--- config.mk ---
export PLATFORM = sky130hd
export DESIGN_NAME = gpio_tlul_target
export DESIGN_NICKNAME = d
export VERILOG_FILES = /design/src/rtl/gpio_tlul_target.sv
export SDC_FILE = /design/constraint.sdc
export NUM_CORES = 1
export LEC_CHECK = 0
export ABC_CLOCK_PERIOD_IN_PS = 1820
export CAP_MARGIN = 15
export CORE_AREA = 2 2 148 150
export CTS_BUF_LIST = sky130_fd_sc_hd__clkbuf_4 sky130_fd_sc_hd__clkbuf_8
export CTS_CLUSTER_SIZE = 30
export DETAILED_ROUTE_END_ITERATION = 10
export DIE_AREA = 0 0 150 152
export PLACE_DENSITY = 0.82
export SLEW_MARGIN = 20
export SYNTH_ARGS = -nofsm -noshare
export SYNTH_HDL_FRONTEND = slang
export SYNTH_SLANG_ARGS = --single-unit
--- constraint.sdc ---
create_clock -name clk_i -period 1.82 [get_ports clk_i]
set_input_delay 0.364 -clock clk_i [delete_from_list [all_inputs] [get_ports clk_i]]
set_output_delay 0.364 -clock clk_i [all_outputs]
set_load 0.005 [all_outputs]
--- src/rtl/gpio_tlul_target.sv ---
// ============================================================================
// gpio_tlul_target : TL-UL device responder for a small GPIO register file
// Revision 1.0
// ============================================================================
`default_nettype none

package tlul_pkg;
  typedef struct packed {
    logic        a_valid;
    logic [2:0]  a_opcode;
    logic [2:0]  a_param;
    logic [1:0]  a_size;
    logic [7:0]  a_source;
    logic [31:0] a_address;
    logic [3:0]  a_mask;
    logic [31:0] a_data;
    logic [15:0] a_user;
    logic        d_ready;
  } tl_h2d_t;

  typedef struct packed {
    logic        d_valid;
    logic [2:0]  d_opcode;
    logic [2:0]  d_param;
    logic [1:0]  d_size;
    logic [7:0]  d_source;
    logic        d_sink;
    logic [31:0] d_data;
    logic [15:0] d_user;
    logic        d_error;
    logic        a_ready;
  } tl_d2h_t;
endpackage

module gpio_tlul_target #(
  parameter int          GPIO_WIDTH = 32,
  parameter logic [31:0] ADDR_BASE  = 32'h0
) (
  input  logic                    clk_i,
  input  logic                    rst_ni,
  input  tlul_pkg::tl_h2d_t       tl_i,
  output tlul_pkg::tl_d2h_t       tl_o,
  input  logic [GPIO_WIDTH-1:0]   gpio_i,
  output logic [GPIO_WIDTH-1:0]   gpio_o,
  output logic [GPIO_WIDTH-1:0]   gpio_oe_o,
  output logic                    intr_o
);
  localparam logic [31:0] REG_MASK    = 32'((64'd1 << GPIO_WIDTH) - 64'd1);
  localparam logic [2:0]  OP_PUT_FULL = 3'd0;
  localparam logic [2:0]  OP_PUT_PART = 3'd1;
  localparam logic [2:0]  OP_GET      = 3'd4;
  localparam logic [2:0]  D_ACK       = 3'd0;
  localparam logic [2:0]  D_ACK_DATA  = 3'd1;
  localparam logic [4:0]  OFS_DATA_IN = 5'h00;
  localparam logic [4:0]  OFS_DATA_OUT = 5'h04;
  localparam logic [4:0]  OFS_DIR     = 5'h08;
  localparam logic [4:0]  OFS_ISTATE  = 5'h0C;
  localparam logic [4:0]  OFS_IENABLE = 5'h10;

  typedef enum logic {IDLE = 1'b0, RESP = 1'b1} state_t;
  state_t state, state_next;

  logic [GPIO_WIDTH-1:0] sync1, sync2, sync2_prev;
  logic [31:0] data_out, dir, intr_state, intr_enable;
  logic [31:0] addr_rel, byte_mask, wdata, rdata, data_in, rise, clear;
  logic [4:0]  offset;
  logic        is_get, is_put, err, accept, wr_en;
  logic [7:0]  rsp_source;
  logic [1:0]  rsp_size;
  logic        rsp_read, rsp_error;
  logic [31:0] rsp_data;
  logic        unused_bits;

  assign addr_rel = tl_i.a_address - ADDR_BASE;
  assign offset   = addr_rel[4:0];
  assign is_get   = (tl_i.a_opcode == OP_GET);
  assign is_put   = (tl_i.a_opcode == OP_PUT_FULL) || (tl_i.a_opcode == OP_PUT_PART);
  assign err      = !(is_get || is_put) || (tl_i.a_size != 2'd2) ||
                    (tl_i.a_address[1:0] != 2'b00) || (offset > OFS_IENABLE) ||
                    (is_put && offset == OFS_DATA_IN);
  assign accept   = (state == IDLE) && tl_i.a_valid;
  assign wr_en    = accept && is_put && !err;

  assign byte_mask = {{8{tl_i.a_mask[3]}}, {8{tl_i.a_mask[2]}},
                      {8{tl_i.a_mask[1]}}, {8{tl_i.a_mask[0]}}} & REG_MASK;
  assign wdata     = tl_i.a_data & byte_mask;
  assign data_in   = 32'(sync2);
  assign rise      = 32'(sync2 & ~sync2_prev);
  assign clear     = (wr_en && offset == OFS_ISTATE) ? wdata : 32'h0;
  assign unused_bits = ^{addr_rel[31:5], tl_i.a_param, tl_i.a_user};

  always_comb begin
    rdata = 32'h0;
    case (offset)
      OFS_DATA_IN:  rdata = data_in;
      OFS_DATA_OUT: rdata = data_out;
      OFS_DIR:      rdata = dir;
      OFS_ISTATE:   rdata = intr_state;
      OFS_IENABLE:  rdata = intr_enable;
      default:      rdata = 32'h0;
    endcase
  end

  always_comb begin
    state_next = state;
    case (state)
      IDLE:    if (tl_i.a_valid) state_next = RESP;
      RESP:    if (tl_i.d_ready) state_next = IDLE;
      default: state_next = IDLE;
    endcase
  end

  always_ff @(posedge clk_i) begin
    if (!rst_ni) begin
      state       <= IDLE;
      sync1       <= '0;
      sync2       <= '0;
      sync2_prev  <= '0;
      data_out    <= 32'h0;
      dir         <= 32'h0;
      intr_state  <= 32'h0;
      intr_enable <= 32'h0;
      rsp_source  <= 8'h0;
      rsp_size    <= 2'd0;
      rsp_read    <= 1'b0;
      rsp_error   <= 1'b0;
      rsp_data    <= 32'h0;
    end else begin
      state      <= state_next;
      sync1      <= gpio_i;
      sync2      <= sync1;
      sync2_prev <= sync2;
      if (accept) begin
        rsp_source <= tl_i.a_source;
        rsp_size   <= tl_i.a_size;
        rsp_read   <= is_get;
        rsp_error  <= err;
        rsp_data   <= (is_get && !err) ? rdata : 32'h0;
      end
      if (wr_en && offset == OFS_DATA_OUT) data_out    <= (data_out & ~byte_mask) | wdata;
      if (wr_en && offset == OFS_DIR)      dir         <= (dir & ~byte_mask) | wdata;
      if (wr_en && offset == OFS_IENABLE)  intr_enable <= (intr_enable & ~byte_mask) | wdata;
      // a rising edge in the same cycle as a clear keeps the bit set
      intr_state <= (intr_state & ~clear) | rise;
    end
  end

  always_comb begin
    tl_o          = '0;
    tl_o.a_ready  = (state == IDLE);
    tl_o.d_valid  = (state == RESP);
    tl_o.d_opcode = rsp_read ? D_ACK_DATA : D_ACK;
    tl_o.d_size   = rsp_size;
    tl_o.d_source = rsp_source;
    tl_o.d_data   = rsp_data;
    tl_o.d_error  = rsp_error;
  end

  assign gpio_o    = data_out[GPIO_WIDTH-1:0];
  assign gpio_oe_o = dir[GPIO_WIDTH-1:0];
  assign intr_o    = |(intr_state & intr_enable);
endmodule

`default_nettype wire

==> impl_metrics.py <==
metrics = {
    "layout": {
        "drive_above_1_share_pct": 19.24,
        "final_nets": 1534,
        "multi_input_area_sq_um": 4902,
        "mostFrequentLayoutCells": "dfxtp_1 (218), nand2_1 (182), clkdlybuf4s50_1 (178), mux2i_1 (160), buf_4 (101)",
        "num-fill-cells": 1600,
        "seqCellArea_sq_um": 5449,
        "finalInstanceArea_sq_um": 14680,
        "stdcell_count": 1702,
        "utilization_pct": 68.76,
        "syn_to_final_growth_pct": 38.59,
        "final_common_cell": "dfxtp_1",
    },
    "clocking": {
        "insertion_delay_ns": 0.54,
        "cts_made_buffers": 43,
        "htree_num_levels": 2,
        "cts_root_buf": "clkbuf_8",
        "cts_tree": "built",
        "cts_sinks": 269,
        "clock_path_buffers": 3,
        "clkTransAtPathRegs_ns": 0.06,
    },
    "yosys": {
        "synth_top_family_by_area": "simple AND/OR/NAND/NOR gates",
        "syn_area_sq_um": 10590,
        "syn_inst": 1104,
        "synth_mux_area_share_pct": 15.12,
        "synth_largest_area_cell": "dfxtp_1",
        "async_flop_share_pct": 0,
        "synth-compound-area-share_pct": 10.17,
        "synthXorXnorAreaFrac_pct": 0,
        "synth_edf_count": 0,
        "ys_seq_area_share_pct": 50.83,
        "synthAdderAreaFrac_pct": 0,
        "synth_top_area_share_pct": 50.83,
        "ys_top_cells_by_area": "dfxtp_1 (51%), mux2i_1 (15%), nand2_1 (6.4%)",
        "syn_area_per_cell_sq_um": 9.596,
        "synthSimpleGateAreaFrac_pct": 19.23,
        "synth_cell_types": 38,
        "yosysWarnings": 0,
        "ys.flop_type": "dfxtp_1",
        "ys_ff_latch": 269,
    },
    "die": {
        "die_y_microns": 152,
        "core_area_sq_um": 21350,
        "start_util_pct": 49.62,
        "die_area_sq_um": 22800,
        "die_w_microns": 150,
        "ios": 269,
        "row_count": 54,
    },
    "worst_setup_path": {
        "required_ns": 1.46,
        "crit_family": "simple AND/OR/NAND/NOR gates",
        "cp.depth": 4,
        "critPathLaunchType": "flip-flop",
        "path_class": "reg2out",
        "path_buf_inv": 1,
        "reg2reg_depth": 6,
        "worstPathCellList": "a22oi_2 > nand4_1 > or4_4 > buf_6",
        "critical_path_peak_fanout": 2,
        "slowest_stage": "or4_4",
        "worstPathArrival_ns": 1.94,
        "cp_slowest_stage_delay_ns": 0.59,
        "end_kind": "output pin",
    },
    "power_and_ir_drop": {
        "p_total_mw": 12.02,
        "vdd_drop_max_v": 0.0004855,
        "p_per_area_nw_per_um2": 819.0,
        "leakagePower_nw": 6.130,
    },
    "timing": {
        "finalCritPeriodShare_pct": 126.7,
        "layout_setup_ws_ns": -0.4851,
        "fin_skew_ns": 0.01103,
        "hold_viol_final": 0,
        "rsz0062_at_grt": "yes",
        "whs_ns": 0.1726,
        "fmax_mhz": 433.8,
        "maxSlewViolCount": 0,
        "min_period_ns": 2.305,
        "final.setup.tns_ns": -0.4851,
        "setup-violations-final": 1,
    },
    "routing": {
        "drt_pre_antenna_iters": 5,
        "drc": 0,
        "routed_wl_microns": 30880,
        "routed_via_density": 5.317,
        "detail-route-antenna-nets": 0,
        "num_vias": 9049,
        "routedWlPerCell_microns": 18.14,
        "drt_iter0_drc": 626,
    },
    "placement": {
        "io_buffers": 200,
        "place.detailed.hpwl_microns": 21470,
        "place_ws_ns": -0.5817,
        "dpl-instance-area_sq_um": 13680,
        "placed_cells": 1628,
        "gp_congestion": 0.8373,
    },
    "global_route": {
        "globalRoute.totalOverflow": 0,
        "grt_usage_pct": 26.33,
        "grt_pass1_vias": 8989,
        "grt_pass1_wl_microns": 47360,
        "grt_max_degree": 97,
        "antenna_found_initial": 3,
    },
    "run_status": {
        "violations": "negative setup slack",
        "outcome": "complete, but fails checks",
    },
    "flow_run": {
        "drv_cap": 0,
    },
    "worst_hold_path": {
        "worstHoldPathType": "in2reg",
        "worstHoldPathCells": 2,
    },
}
-- power breakdown --
| part | switching [mW] | total [mW] | internal [mW] |
|---|---|---|---|
| registers | 0.0841 | 6.12 | 6.03 |
| logic | 0.429 | 0.911 | 0.482 |
| clock network | 2.27 | 5.00 | 2.73 |
-- routing by layer --
layer	up-vias	routed length, microns	track usage, %
met5	-	0	0
met4	0	866	9.479
met3	62	2260	4.805
met2	364	15180	44.49
met1	4308	12580	33.57
li1	4315	-	-
-- final timing paths --
kind,start,slack (ns),endpoint
setup / recovery,flip-flop,-0.49,intr_o
hold / removal,rst_ni,0.17,rsp_source[1]$_SDFFE_PN0P_
setup reg to reg,state$_SDFF_PN0_,0.18,flip-flop
hold reg to reg,sync1[7]$_SDFF_PN0_,0.43,data_in[7]$_SDFF_PN0_
-- repair_timing --
item,4_1_cts,5_1_grt
resized for setup,57,34
cloned,0,1
hold buffers,0,0
pin swaps,7,5
setup buffers,0,4
setup endpoints to repair,47,70
-- kinds of logic (layout without fill, tap and decap cells) --
| kind of cell | Yosys count | after routing |
|---|---|---|
| AND/OR/NAND/NOR | 387 | 388 |
| flip-flops | 269 | 269 |
| AO/OA/AOI/OAI | 192 | 192 |
| multiplexers | 160 | 160 |
| buffers and inverters | 95 | 388 |
| other | 1 | 25 |
-- synth_stat cells, types with 16 or more instances --
cell	number
o21ai_1	30
clkbuf_1	49
a22oi_1	16
o21ai_0	36
and2_1	98
dfxtp_1	269
buf_4	30
nand2_1	182
a21oi_1	64
mux2i_1	160
nor2b_1	65
o22ai_1	32
-- final cells by class --
type,instances,area share (%)
tap,280,2.386
clock inverter,4,0.1364
multi-input combinational,762,33.39
inverter,1,0.02557
antenna,3,0.05113
clock buffer,62,5.343
sequential,269,37.11
timing repair buffer,321,21.55
Power figures use the tool's default switching activity.
